**src/rtl/radar_cfar_pkg.sv**
```systemverilog
// Shared types and width helpers for the CFAR detector slice.
// Optional greatest-of mode is selected with the CFAR_GO_EN macro.
package radar_cfar_pkg;

    typedef enum logic [1:0] {
        IDLE = 2'd0,
        FILL = 2'd1,
        RUN  = 2'd2
    } cfar_state_e;

    localparam int SCALE_FRAC_BITS = 4;

    function automatic int win_len(input int train, input int guard);
        return 2 * (train + guard) + 1;
    endfunction

    function automatic int sum_width(input int data_width, input int train);
        return data_width + $clog2(2 * train);
    endfunction

    // Wide enough for both CUT*2*TRAIN*16 and noise_sum*scale.
    function automatic int prod_width(input int data_width, input int train, input int scale_w);
        return sum_width(data_width, train) + scale_w + SCALE_FRAC_BITS;
    endfunction

endpackage

```
**src/rtl/cfar_window.sv**
```systemverilog
// Sliding CFAR window: shift register of the newest samples with
// incrementally maintained lead and lag training sums.
module cfar_window
    import radar_cfar_pkg::*;
#(
    parameter int DATA_WIDTH = 16,
    parameter int TRAIN      = 8,
    parameter int GUARD      = 2
) (
    input  logic                                     clk,
    input  logic                                     rst_n,
    input  logic                                     shift_en,
    input  logic                                     restart,
    input  logic [DATA_WIDTH-1:0]                    din,
    output logic [DATA_WIDTH-1:0]                    cut,
    output logic [sum_width(DATA_WIDTH, TRAIN)-1:0]  lead_sum,
    output logic [sum_width(DATA_WIDTH, TRAIN)-1:0]  lag_sum
);

    localparam int N  = win_len(TRAIN, GUARD);
    localparam int SW = sum_width(DATA_WIDTH, TRAIN);

    logic [DATA_WIDTH-1:0] w [N];

    // A restart loads the first bin of a frame into an otherwise empty window,
    // so nothing from the previous frame can reach a later output.
    always_ff @(posedge clk or negedge rst_n) begin
        if (!rst_n) begin
            for (int i = 0; i < N; i++) w[i] <= '0;
            lead_sum <= '0;
            lag_sum  <= '0;
        end else if (shift_en) begin
            w[0] <= din;
            if (restart) begin
                for (int i = 1; i < N; i++) w[i] <= '0;
                lead_sum <= SW'(din);
                lag_sum  <= '0;
            end else begin
                for (int i = 1; i < N; i++) w[i] <= w[i-1];
                lead_sum <= lead_sum + SW'(din) - SW'(w[TRAIN-1]);
                lag_sum  <= lag_sum + SW'(w[TRAIN+2*GUARD]) - SW'(w[N-1]);
            end
        end
    end

    assign cut = w[TRAIN+GUARD];

endmodule

```
**src/rtl/cfar_detector.sv**
```systemverilog
// CFAR detector: frame FSM, bin counter, two-stage window/compare pipeline
// and per-frame hit count. Define CFAR_GO_EN for greatest-of noise estimation.
module cfar_detector
    import radar_cfar_pkg::*;
#(
    parameter int DATA_WIDTH = 16,
    parameter int FFT_SIZE   = 1024,
    parameter int TRAIN      = 8,
    parameter int GUARD      = 2,
    parameter int SCALE_W    = 8
) (
    input  logic                        clk,
    input  logic                        rst_n,
    input  logic                        enable,
    input  logic [DATA_WIDTH-1:0]       mag_in,
    input  logic                        mag_valid,
    input  logic [SCALE_W-1:0]          threshold_scale,
    output logic                        det_valid,
    output logic                        det_hit,
    output logic [$clog2(FFT_SIZE)-1:0] det_range_idx,
    output logic [DATA_WIDTH-1:0]       det_magnitude,
    output logic [DATA_WIDTH-1:0]       det_noise,
    output logic                        frame_done,
    output logic [$clog2(FFT_SIZE):0]   det_count,
    output logic [1:0]                  dbg_state
);

    localparam int IW = $clog2(FFT_SIZE);
    localparam int N  = win_len(TRAIN, GUARD);
    localparam int SW = sum_width(DATA_WIDTH, TRAIN);
    localparam int PW = prod_width(DATA_WIDTH, TRAIN, SCALE_W);
    localparam int TG = TRAIN + GUARD;
    localparam int SH = $clog2(2 * TRAIN) + SCALE_FRAC_BITS;

    cfar_state_e           state, state_nxt;
    logic [IW-1:0]         bin_cnt;
    logic                  accept, emit, restart, last_bin;
    logic [SCALE_W-1:0]    scale_q;

    logic                  s1_valid, s1_last;
    logic [IW-1:0]         s1_idx;
    logic                  det_last;
    logic [IW:0]           hit_cnt;

    logic [DATA_WIDTH-1:0] cut;
    logic [SW-1:0]         lead_sum, lag_sum, noise_sum;
    logic [DATA_WIDTH-1:0] noise_est;
    logic [PW-1:0]         cut_term, noise_term;
    logic                  hit;

    // A sample is taken whenever the detector is enabled, even from IDLE,
    // so the first sample after (re)enable is always bin 0.
    assign accept   = enable & mag_valid;
    assign last_bin = (bin_cnt == IW'(FFT_SIZE - 1));

    always_ff @(posedge clk or negedge rst_n) begin
        if (!rst_n) state <= IDLE;
        else        state <= state_nxt;
    end

    always_comb begin
        state_nxt = state;
        if (!enable) begin
            state_nxt = IDLE;
        end else begin
            case (state)
                IDLE:    state_nxt = FILL;
                FILL:    if (accept && bin_cnt == IW'(N - 2)) state_nxt = RUN;
                RUN:     if (accept && last_bin) state_nxt = FILL;
                default: state_nxt = IDLE;
            endcase
        end
    end

    always_comb begin
        emit    = accept && (state == RUN);
        restart = accept && (bin_cnt == '0);
    end

    assign dbg_state = 2'(state);

    always_ff @(posedge clk or negedge rst_n) begin
        if (!rst_n) begin
            bin_cnt <= '0;
            scale_q <= '0;
        end else begin
            if (!enable)     bin_cnt <= '0;
            else if (accept) bin_cnt <= last_bin ? '0 : bin_cnt + 1'b1;
            if (restart)     scale_q <= threshold_scale;
        end
    end

    cfar_window #(
        .DATA_WIDTH (DATA_WIDTH),
        .TRAIN      (TRAIN),
        .GUARD      (GUARD)
    ) u_window (
        .clk      (clk),
        .rst_n    (rst_n),
        .shift_en (accept),
        .restart  (restart),
        .din      (mag_in),
        .cut      (cut),
        .lead_sum (lead_sum),
        .lag_sum  (lag_sum)
    );

    // Stage 1 bookkeeping travels alongside the window update.
    always_ff @(posedge clk or negedge rst_n) begin
        if (!rst_n) begin
            s1_valid <= 1'b0;
            s1_idx   <= '0;
            s1_last  <= 1'b0;
        end else begin
            s1_valid <= enable & emit;
            s1_idx   <= bin_cnt - IW'(TG);
            s1_last  <= last_bin;
        end
    end

    always_comb begin
        noise_sum = '0;
        noise_est = '0;
`ifdef CFAR_GO_EN
        if (lead_sum > lag_sum) noise_sum = lead_sum;
        else                    noise_sum = lag_sum;
        noise_est = DATA_WIDTH'(noise_sum >> $clog2(TRAIN));
        noise_sum = noise_sum << 1;
`else
        noise_sum = lead_sum + lag_sum;
        noise_est = DATA_WIDTH'(noise_sum >> $clog2(2 * TRAIN));
`endif
        cut_term   = PW'(cut) << SH;
        noise_term = PW'(noise_sum) * PW'(scale_q);
        hit        = cut_term > noise_term;
    end

    // Stage 2: registered decision; dropping enable squashes in-flight results.
    always_ff @(posedge clk or negedge rst_n) begin
        if (!rst_n) begin
            det_valid     <= 1'b0;
            det_hit       <= 1'b0;
            det_range_idx <= '0;
            det_magnitude <= '0;
            det_noise     <= '0;
            det_last      <= 1'b0;
        end else begin
            det_valid <= enable & s1_valid;
            if (s1_valid) begin
                det_hit       <= hit;
                det_range_idx <= s1_idx;
                det_magnitude <= cut;
                det_noise     <= noise_est;
                det_last      <= s1_last;
            end
        end
    end

    always_ff @(posedge clk or negedge rst_n) begin
        if (!rst_n) begin
            hit_cnt    <= '0;
            frame_done <= 1'b0;
            det_count  <= '0;
        end else if (!enable) begin
            hit_cnt    <= '0;
            frame_done <= 1'b0;
        end else begin
            frame_done <= det_valid & det_last;
            if (det_valid) begin
                if (det_last) begin
                    det_count <= hit_cnt + (IW+1)'(det_hit);
                    hit_cnt   <= '0;
                end else begin
                    hit_cnt <= hit_cnt + (IW+1)'(det_hit);
                end
            end
        end
    end

endmodule

```
**config.mk**
```make
export PLATFORM = sky130hd
export DESIGN_NAME = cfar_detector
export DESIGN_NICKNAME = d
export VERILOG_FILES = /design/src/rtl/radar_cfar_pkg.sv /design/src/rtl/cfar_window.sv /design/src/rtl/cfar_detector.sv
export SDC_FILE = /design/constraint.sdc
export NUM_CORES = 1
export LEC_CHECK = 0
export BUFFER_PORTS_ARGS = -buffer_cell sky130_fd_sc_hd__buf_2
export CORE_MARGIN = 3
export CORE_UTILIZATION = 35
export CTS_CLUSTER_DIAMETER = 100
export DETAILED_ROUTE_END_ITERATION = 10
export PLACE_DENSITY = 0.5
export SLEW_MARGIN = 10
export SYNTH_ARGS = -nofsm -noshare
export SYNTH_HDL_FRONTEND = slang
export SYNTH_SLANG_ARGS = --single-unit
```
**constraint.sdc**
```tcl
create_clock -name clk -period 8.9 [get_ports clk]
set_clock_uncertainty 0.15 [all_clocks]
set_input_delay 1.78 -clock clk [delete_from_list [all_inputs] [get_ports clk]]
set_output_delay 1.78 -clock clk [all_outputs]
set_load 0.1 [all_outputs]
```
### Word-level counts from Yosys, hierarchy flattened

Cells that the tools add are included.

* output and inout port bits: 58
* word-level logic and storage cells: 82
* register bits after elaboration: 476
* bits of input ports: 28

* multipliers: 1
* bitwise operators: 4
* $add $sub $neg: 8
* multiplexer cells: 14
* magnitude comparators: 1
* reductions and logical operators: 8
* eq/ne operators: 8

Operators by type and width (number)
* $mux W320: 1
* $add A20 B16 Y20: 2
* $mux W20: 2
* $sub A20 B16 Y20: 2
* $mux W11: 3
* $mux W10: 3
* $gt A24 B28 Y1: 1
* $mul A20 B8 Y28: 1
* $add A20 B20 Y20: 1
* $add A11 B1 Y11: 1
* $add A10 B1 Y10 const B: 1
* $eq A10 B10 Y1 const B: 1
* $eq A10 B5 Y1 const B: 1
* $logic_not A10 Y1: 1
* $sub A10 B4 Y10 const B: 1
* $mux W2: 3
* $ne A3 B3 Y1 const B: 2
* $pmux W2 S3: 1
* $and A1 B1 Y1: 4
* $logic_and A1 B1 Y1: 4
* $ne A2 B1 Y1 const B: 2
* $reduce_and A3 Y1: 1
* $eq A2 B1 Y1 const B: 1
* $eq A2 B2 Y1 const B: 1
* 3 further kinds: 3

### Logic depth before layout (Yosys ltp)

Gate-level depths: netlist of run 1.

* depth in word-level cells: 5
* gate-level depth with buffers: 34
* depth with buffers taken out: 33

### Modules after synthesis

From an unflattened synthesis of run 1, not the netlist that was laid out.

* cells, all modules: 3041
* area total of the unflattened synthesis: 28687.5 µm²

By module, submodules not included
* cfar_window: cells an instance 1944, sequential area each 9409.0 µm², area an instance 18265.0 µm², times used 1
* cfar_detector: cells an instance 1097, sequential area each 2502.4 µm², area an instance 10422.5 µm², times used 1

### Least setup slack after synthesis of run 1

OpenSTA, ideal clock, no wires.

* kind: reg2reg
* start: register u_window.lead_sum[0]
* end: register det_hit
* clock period less this slack: 7.525 ns
* cell stages (with the launch flop): 34
* path buffers: 1
* data arrival time: 7.275 ns
* path slack: 1.375 ns
* required time: 8.649 ns
* setup time: 0.101 ns
* path through: dfrtp_1 > ha_1 > fa_1 > a211oi_1 > o21a_1 > o21ai_0 > nand2_1 > o21ai_0 > a21oi_1 > xnor2_1 > and2_1 > fa_1 > fa_1 > fa_1 > inv_1 > fa_1 > inv_1 > ha_1 > clkbuf_1 > a211oi_1 > o211ai_1 > o22a_1 > o2111ai_1 > a21oi_1 > o31a_1 > nor2_1 > xor2_1 > ha_1 > nand4_1 > nor3_1 > a2111oi_0 > nor3_1 > nand4_1 > o32ai_1

* longest elaborated chain between the ends: 3

RTL lines
* start, declared: RTL line cfar_window.sv:16 `output logic [sum_width(DATA_WIDTH, TRAIN)-1:0] lead_sum,`
* start signal, assigned: RTL line cfar_window.sv:36 `lead_sum <= SW'(din);`
* start signal, assigned: RTL line cfar_window.sv:40 `lead_sum <= lead_sum + SW'(din) - SW'(w[TRAIN-1]);`
* $add A20 B20 Y20: RTL line cfar_detector.sv:130 `noise_sum = lead_sum + lag_sum;`
* $mul A20 B8 Y28: RTL line cfar_detector.sv:134 `noise_term = PW'(noise_sum) * PW'(scale_q);`
* $gt A24 B28 Y1: RTL line cfar_detector.sv:135 `hit = cut_term > noise_term;`
* end signal, assigned: RTL line cfar_detector.sv:150 `det_hit <= hit;`
* end, declared: RTL line cfar_detector.sv:19 `output logic det_hit,`

Every way passes these cells.
A chain may end at the register's enable or synchronous reset.

### Worst setup path in the final report of run 1

Same ends and word-level chain as after synthesis.

==> reports/qor.csv, run 1 <==
metric,value,unit
synthDistinctLibCells,75,
fin_area,31100,µm²
synth_edf_count,0,
cts_buffers,57,
crit_top_cell,fa_1,
dp_hpwl,49100,µm
min_from,u_window.w[303],
core,78100,µm²
drive_above_1_share,0.0871,
max_freq,0.119,GHz
fin_ws,0.504,ns
drc,0,
grt_max_degree,204,
grt_pass1_wl,119000,µm
hold_path.class,reg -> reg,
grt_pass1_vias,21300,
dp.cells,4043,
synthArstFlopShare,1.00,
drt_pass1_iterations,5,
post-route-period-util,0.943,
die_area,82900,µm²
start_kind,register,
cap_violations,0,
wl_per_cell,17.5,µm
insertedDiodeCount,0,
synth_ff_type,dfrtp_1,
syn_inst,3053,
maxSlewHeadroom,0.299,
htree_levels,2,
die_h,288,µm
wl,72700,µm
ys_seq_elements,476,
initial_core_util,0.356,
dpl_cell_area,29100,µm²
synthesis.nets,3351,
tritoncts,yes,
drt_iter0_drc,1510,
setup_viol,0,
vias,20800,
final_common_cell,nand2_1,
slowest_delay,0.56,ns
clk_pin_slew,0.06,ns
status,finished clean,
layout_common_cells,"nand2_1, dfrtp_1, o21ai_0, inv_1, fa_1",
cpMaxStageDelayCell,fa_1,
clockBufferDepth,3,
port_buffers,85,
hold_violations,0,
syn_area_per_cell,9.11,µm²
reg2reg_from,u_window.lead_sum[0],
layout.nets,3360,
required,9.25,ns
post-synth-top-area-cell,dfrtp_1,
slew_violations,0,
vias_per_cell,5.01,
cts_root_buf,clkbuf_16,
tightest_slew,1.05,ns
fin_crit,8.40,ns
crit_start,u_window.lead_sum[0],
clk_latency,0.61,ns
fp.dieW,288,µm
end_kind,register,
drtAntennaViolNets,0,
rsz0062_at_grt,no,
rows,102,
track_usage,0.179,
cp_max_fo,9,
syn_to_final_growth,12.0,%
synth_area_leaders,"dfrtp_1, nand2_1, fa_1",
num-fill-cells,7864,
critical_path_arrival,8.75,ns
cts_setup_buffers,0,
grt-ovfl-total,0,
synth_top_area_share,0.428,
critPathKind,reg -> reg,
instances_no_fill,4150,
setup_tns,0,ns
antenna_found_initial,0,
ioPinCount,86,
ys_warn_count,0,
netlist_area,27800,µm²
ys_seq_area_frac,0.428,
pre_cts_ws,0.487,ns
numClockSinks,476,
gp_congestion,0.839,
[synthesized netlist by cell type, drive strengths merged (43+ instances only)]
| cell type | number |
|---|---|
| fa | 141 |
| and2 | 131 |
| a21oi | 71 |
| nand2 | 756 |
| xnor2 | 48 |
| nor2 | 62 |
| mux2 | 43 |
| dfrtp | 476 |
| inv | 277 |
| o21ai | 404 |
| clkbuf | 138 |
| ha | 129 |
[per-stage QoR]
step | hold WS [ns] | utilization
detailed placement | 0.312 | 0.373
CTS | 0.331 | 0.398
global route | 0.346 | 0.399
finish | 0.325 | 0.399
floorplan | 0.296 | -
global placement | 0.310 | 0.373
[state kept, by name, summed over array words and instances (netlist names), 8 cells and up]
| signal | cells |
|---|---|
| det_noise | 16 |
| scale_q | 8 |
| det_magnitude | 16 |
| u_window.cut | 16 |
| s1_idx | 10 |
| bin_cnt | 10 |
| u_window.lag_sum | 20 |
| hit_cnt | 11 |
| det_range_idx | 10 |
| u_window.w | 320 |
| det_count | 11 |
| u_window.lead_sum | 20 |
[what timing repair did]
action                                  CTS  global route
resized for setup                         0             5
hold buffers                              0             0
endpoints found under the setup margin    0             1
[path summary, 6_finish.rpt]
path	endpoint	cells past startpoint	slack (ns)
setup reg to reg	det_hit	31	0.50
hold / removal	u_window.w[303]	2	0.33
max in group asynchronous	bin_cnt[8]	3	5.55
min in group asynchronous	det_count[1]	1	1.01
setup / recovery	det_hit	31	0.50
hold reg to reg	u_window.w[303]	2	0.33
[per-layer routing]
layer	vias to the layer above	global-route usage	part of all wire
met5	-	0	0
met1	10400	0.246	0.46
met2	316	0.288	0.47
met4	0	0.0612	0.034
met3	106	0.0259	0.037
li1	9989	-	-
[cell type report]
cell class / count / area, µm² / share of cell area
multi-input combinational: 2143 / 14300 / 0.458
sequential: 476 / 11900 / 0.383
clock buffer: 78 / 1670 / 0.0535
tap: 1040 / 1300 / 0.0418
inverter: 278 / 1040 / 0.0335
timing repair buffer: 106 / 643 / 0.0207
clock inverter: 29 / 307 / 0.00985
[worst max-delay path, delay by kind of cell, from the launching register on]
kind,cells,cell delay [ns]
flip-flops,1,0.41
adder cells (fa/ha/maj),8,3.38
buffers and inverters,2,0.10
AO/OA/AOI/OAI,11,2.52
AND/OR/NAND/NOR,8,1.29
XOR/XNOR,2,0.47
[logic make-up after synthesis]
group | after synthesis | share of synthesized area
buf+inv | 434 | 0.0601
mux | 47 | 0.0189
fa+ha+maj | 270 | 0.160
xor+xnor | 79 | 0.0252
simple gates | 1104 | 0.174
flops | 476 | 0.428
compound gates | 643 | 0.134
Power of run 1 is left out: the tool's default activity adds up to more than one toggle a clock period on the data nets, which glitch-free logic cannot reach.
==> run 2, diff against run 1 <==
--- a/config.mk
+++ b/config.mk
@@ -6,11 +6,14 @@
 export NUM_CORES = 1
 export LEC_CHECK = 0
 export BUFFER_PORTS_ARGS = -buffer_cell sky130_fd_sc_hd__buf_2
+export CELL_PAD_IN_SITES_DETAIL_PLACEMENT = 1
+export CELL_PAD_IN_SITES_GLOBAL_PLACEMENT = 2
 export CORE_MARGIN = 3
 export CORE_UTILIZATION = 35
+export CTS_BUF_LIST = sky130_fd_sc_hd__clkbuf_8
 export CTS_CLUSTER_DIAMETER = 100
 export DETAILED_ROUTE_END_ITERATION = 10
-export PLACE_DENSITY = 0.5
+export PLACE_DENSITY = 0.72
 export SLEW_MARGIN = 10
 export SYNTH_ARGS = -nofsm -noshare
 export SYNTH_HDL_FRONTEND = slang
==> run 2 against run 1 <==
Net effect:
- global-route usage is 1.6 points higher
- final cell count is 1.3% higher
- flip-flop and latch count stayed put
- maximum frequency is 0.33% lower
- first-iteration DRC count is 27% lower
- sequential share of layout area is 0.15 points higher
- critical path depth is 1 higher
- count of clock-buffer cells in the layout is 30 higher
- wire length is 7.8% higher
- non-clock buffer count is 1 higher
- setup slack worse by 0.027 ns
- critical endpoint unchanged
- largest cell class unchanged
==> reports/qor.csv, run 2 (same netlist as run 1, synthesis figures left out) <==
metric,value,unit,change
die_h,288,µm,unchanged
die_area,82900,µm²,unchanged
maxSlewHeadroom,0.196,,-0.103
grt_max_degree,226,,+11%
wl_met2,38000,µm,+12%
drt_pass1_iterations,5,,unchanged
drc,0,,unchanged
port_buffers,85,,unchanged
clk_pin_slew,0.06,ns,about the same
start_kind,register,,
critPathKind,reg -> reg,,
grt_pass1_vias,23100,,+8.4%
drive_above_1_share,0.0984,,+0.0112
num-fill-cells,9031,,+15%
antenna_found_initial,4,,+4
vias_per_cell,5.04,,+0.49%
wl_met1,35500,µm,+5.7%
crit_top_cell,fa_1,,
cts_root_buf,clkbuf_8,,
fin_util,0.397,,-0.00157
largest_register_ffs,320,,unchanged
ioPinCount,86,,unchanged
cp_max_fo,9,,unchanged
end_kind,register,,
critical_path_arrival,8.85,ns,+0.10 ns
cpMaxStageDelayCell,fa_1,,
cts_resized,0,,unchanged
initial_core_util,0.356,,unchanged
met3WireLength,2440,µm,-8.3%
clockBufferDepth,3,,unchanged
largestRegisters,"u_window.w (320), u_window.lag_sum (20), u_window.lead_sum (20)",,
status,finished clean,,
dp_hpwl,54000,µm,+10%
layout_common_cells,"nand2_1, dfrtp_1, o21ai_0, inv_1, fa_1",,
fin_ws,0.477,ns,-0.0275 ns
fin_crit,8.42,ns,+0.0275 ns
critical_path.top_delay_family,adder cells,,
pre_cts_ws,0.301,ns,-0.186 ns
vias,21200,,+1.8%
regMostFlops,u_window.w,,
cts_buffers,89,,+56%
grt-ovfl-total,0,,unchanged
rows,102,,unchanged
numClockSinks,476,,unchanged
drtAntennaViolNets,0,,unchanged
dpl_cell_area,29200,µm²,+0.11%
setup_tns,0,ns,unchanged
htree_levels,3,,+1
wl_per_cell,18.7,µm,+6.4%
syn_to_final_growth,11.5,%,
gp_congestion,0.852,,+1.5%
required,9.32,ns,+0.07 ns
post-route-period-util,0.946,,+0.00308
layout.nets,3393,,+0.98%
hold_violations,0,,unchanged
final_common_cell,nand2_1,,
cp.buffers_inverters,2,,unchanged
slowest_delay,0.55,ns,about the same
wl,78400,µm,+7.8%
setup_viol,0,,unchanged
top_layer_used,met4,,
drt_iter0_drc,1097,,-27%
fp.dieW,288,µm,unchanged
track_usage,0.195,,+0.0160
max_freq,0.119,GHz,-0.33%
hold_buffers,0,,unchanged
core,78100,µm²,unchanged
tightest_slew,1.21,ns,+0.154 ns
cts_setup_buffers,0,,unchanged
clk_latency,0.68,ns,+0.07 ns
slew_violations,0,,unchanged
grt_pass1_wl,129000,µm,+8.0%
tritoncts,yes,,
hold_path.class,reg -> reg,,
cap_violations,0,,unchanged
fin_area,31000,µm²,-0.39%
[run 2: metal layers]
metal	up-vias	track usage
met1	10700	0.255
met5	-	0
met4	0	0.0667
li1	10000	-
met2	302	0.329
met3	135	0.0295
[run 2: final cells by class]
class	count	area, µm²	share of cell area
Inverter	278	1040	0.0336
Clock inverter	50	299	0.00964
Tap cell	1040	1300	0.0420
Timing Repair Buffer	107	676	0.0218
Multi-Input combinational cell	2143	14300	0.461
Sequential cell	476	11900	0.384
Clock buffer	108	1490	0.0479
Antenna cell	2	5.00	0.000161
[run 2: per-stage QoR]
step	hold slack [ns]	cells
2_1_floorplan	0.296	3053
3_3_place_gp	0.308	4044
3_5_place_dp	0.320	4044
4_1_cts	0.331	4202
5_1_grt	0.343	4203
6_report	0.327	4204
[run 2: worst paths after layout]
path                                            from  cells after the start  slack, ns                to
worst min-delay path                       s1_idx[5]                      1       0.33  det_range_idx[5]
worst min register to register             s1_idx[5]                      1       0.33  det_range_idx[5]
worst max register to register  u_window.lead_sum[0]                     32       0.48           det_hit
worst max-delay path            u_window.lead_sum[0]                     32       0.48           det_hit
max in group asynchronous                      rst_n                      2       6.08  det_magnitude[0]
min in group asynchronous                      rst_n                      1       0.98   u_window.w[106]
Power of run 2 is left out for the same reason.
==> run 3, diff against run 2 <==
--- a/config.mk
+++ b/config.mk
@@ -5,10 +5,11 @@
 export SDC_FILE = /design/constraint.sdc
 export NUM_CORES = 1
 export LEC_CHECK = 0
+export ABC_AREA = 1
 export BUFFER_PORTS_ARGS = -buffer_cell sky130_fd_sc_hd__buf_2
 export CELL_PAD_IN_SITES_DETAIL_PLACEMENT = 1
 export CELL_PAD_IN_SITES_GLOBAL_PLACEMENT = 2
-export CORE_MARGIN = 3
+export CORE_MARGIN = 1
 export CORE_UTILIZATION = 35
 export CTS_BUF_LIST = sky130_fd_sc_hd__clkbuf_8
 export CTS_CLUSTER_DIAMETER = 100
==> constraint.sdc (replaced) <==
create_clock -name clk -period 10 [get_ports clk]
set_clock_uncertainty 0.15 [all_clocks]
set_input_delay 2 -clock clk [delete_from_list [all_inputs] [get_ports clk]]
set_output_delay 2 -clock clk [all_outputs]
set_load 0.1 [all_outputs]
==> run 3 against run 2 <==
Net effect:
- critical path depth grew 3
- synthesized cell count grew 0.43%
- sequential share of layout area grew 0.57 points
- maximum frequency grew 11%
- via count shrank 1.9%
- largest cell class unchanged
- register-to-register slack gained 2.0 ns
- wire length grew 1.1%
==> reports/qor.csv, run 3 <==
metric,value,unit,change
reg2regPathDepth,35,,+9.4%
syn_inst,3066,,+0.43%
syn_to_final_growth,12.2,%,
syn_area_per_cell,8.88,µm²,-2.5%
initial_core_util,0.356,,about the same
ys_warn_count,0,,unchanged
max_freq,0.132,GHz,+11%
maxSlewHeadroom,0.222,,+0.0261
end_kind,register,,
synthDistinctLibCells,50,,-33%
post-synth-top-area-cell,dfrtp_1,,
grt_pass1_vias,23200,,+0.19%
clk_latency,0.71,ns,+0.03 ns
yosysMostFrequentCell,inv_1,,
status,finished clean,,
largest_register_ffs,320,,unchanged
drc,0,,unchanged
htree_levels,3,,unchanged
grt-ovfl-total,0,,unchanged
worstReg2RegEnd,det_hit,,
cp_max_fo,8,,-1
layout_common_cells,"inv_1, dfrtp_1, nand2_1, o22ai_1, nor2_1",,
vias,20800,,-1.9%
die_area,78900,µm²,-4.7%
drive_above_1_share,0.0883,,-0.0100
setup_tns,0,ns,unchanged
hold_path.class,reg -> reg,,
synth_edf_count,0,,unchanged
die_h,281,µm,-2.4%
wl,79300,µm,+1.1%
rsz0062_at_grt,no,,
synth_area_leaders,"dfrtp_1, fa_1, inv_1",,
fin_crit,7.57,ns,-0.858 ns
antenna_found_initial,2,,-2
hold_violations,0,,unchanged
drt_pass1_iterations,5,,unchanged
setup_viol,0,,unchanged
grt_max_degree,196,,-13%
synthesis.nets,3364,,+0.39%
port_buffers,85,,unchanged
netlist_area,27200,µm²,-2.0%
dp_hpwl,58700,µm,+8.7%
ys_top_cells_by_count,"inv_1, dfrtp_1, nand2_1",,
cts_setup_buffers,0,,unchanged
tightest_slew,1.17,ns,-0.0391 ns
drtAntennaViolNets,0,,unchanged
start_kind,register,,
wl_per_cell,18.7,µm,about the same
critPathKind,reg -> reg,,
holdPathStages,2,,+1
rows,101,,-0.98%
required,10.42,ns,+1.10 ns
drt_iter0_drc,1024,,-6.7%
synthArstFlopShare,1.00,,unchanged
regToRegSetupSlack,2.43,ns,+1.96 ns
vias_per_cell,4.89,,-2.9%
regMostFlops,u_window.w,,
tritoncts,yes,,
cts_buffers,88,,-1.1%
ys_seq_elements,476,,unchanged
final_common_cell,inv_1,,
ys_seq_area_frac,0.437,,+0.00893
min_from,s1_idx[3],,
ioPinCount,86,,unchanged
track_usage,0.210,,+0.0155
largestRegisters,"u_window.w (320), u_window.lag_sum (20), u_window.lead_sum (20)",,
cpMaxStageDelayCell,o21ai_0,,
slowest_delay,0.55,ns,about the same
numClockSinks,476,,unchanged
cts_root_buf,clkbuf_8,,
grt_pass1_wl,129000,µm,+0.54%
clk_pin_slew,0.06,ns,about the same
fp.dieW,281,µm,-2.4%
synth_top_area_share,0.437,,+0.00893
cap_violations,0,,unchanged
core,76500,µm²,-2.1%
critical_path_arrival,7.99,ns,-0.86 ns
slew_violations,0,,unchanged
cts_resized,0,,unchanged
reg2reg_from,u_window.lead_sum[0],,
synth_ff_type,dfrtp_1,,
post-route-period-util,0.757,,-0.190
hold_buffers,0,,unchanged
clockBufferDepth,3,,unchanged
crit_top_cell,inv_1,,
layout.nets,3440,,+1.4%
gp_congestion,0.905,,+6.3%
hold_end,det_range_idx[3],,
## run 3: logic make-up (layout without fill, tap and decap cells)
logic type	Yosys count	after routing	synth area share
buffers and inverters	804	953	0.113
AND/OR/NAND/NOR	797	797	0.119
AO/OA/AOI/OAI	652	652	0.143
flip-flops	476	476	0.437
adder cells (fa/ha/maj)	270	270	0.163
XOR/XNOR	67	67	0.0250
other	0	2	0
## run 3: per-layer routing
layer	wire length, µm	up-vias	track usage	part of all wire
li1	-	9962	-	-
met4	2880	0	0.0843	0.036
met5	0	-	0	0
met1	35300	10500	0.268	0.45
met2	39000	242	0.358	0.49
met3	2140	116	0.0284	0.027
## run 3: worst max path at each step
stage,from,endpoint,slack (ns),cells after the start
2_1_floorplan,u_window.lead_sum[0],det_hit,3.48,35
3_3_place_gp,u_window.lead_sum[0],det_hit,2.45,37
3_5_place_dp,u_window.lead_sum[0],det_hit,2.41,36
4_1_cts,u_window.lead_sum[0],det_hit,2.36,36
5_1_grt,u_window.lead_sum[0],det_hit,1.88,35
6_report,u_window.lead_sum[0],det_hit,2.43,35
## run 3: layout make-up
type,instances,area (µm²)
Clock inverter,48,340
Multi-Input combinational cell,1786,12300
Antenna cell,2,5.00
Sequential cell,476,11900
Inverter,693,2610
Fill cell,8968,45900
Clock buffer,115,1580
Tap cell,1030,1290
Timing Repair Buffer,97,551
## run 3: through the flow
| step | instance area [µm²] | hold slack, ns | utilization | setup slack [ns] | cells |
|---|---|---|---|---|---|
| floorplan | 27200 | 0.276 | - | 3.48 | 3066 |
| global placement | 28600 | 0.291 | 0.374 | 2.45 | 4082 |
| detailed placement | 28600 | 0.300 | 0.374 | 2.41 | 4082 |
| CTS | 30500 | 0.321 | 0.400 | 2.36 | 4245 |
| global route | 30600 | 0.334 | 0.400 | 1.88 | 4246 |
| finish | 30600 | 0.304 | 0.400 | 2.43 | 4247 |
## run 3: worst max-delay path: cells and delay by family, from the launching register on
kind,cells,cell delay (ns)
buffers and inverters,6,0.58
flip-flops,1,0.38
AO/OA/AOI/OAI,4,1.05
adder cells (fa/ha/maj),8,3.46
XOR/XNOR,2,0.30
AND/OR/NAND/NOR,15,1.54
Power of run 3 is left out for the same reason.
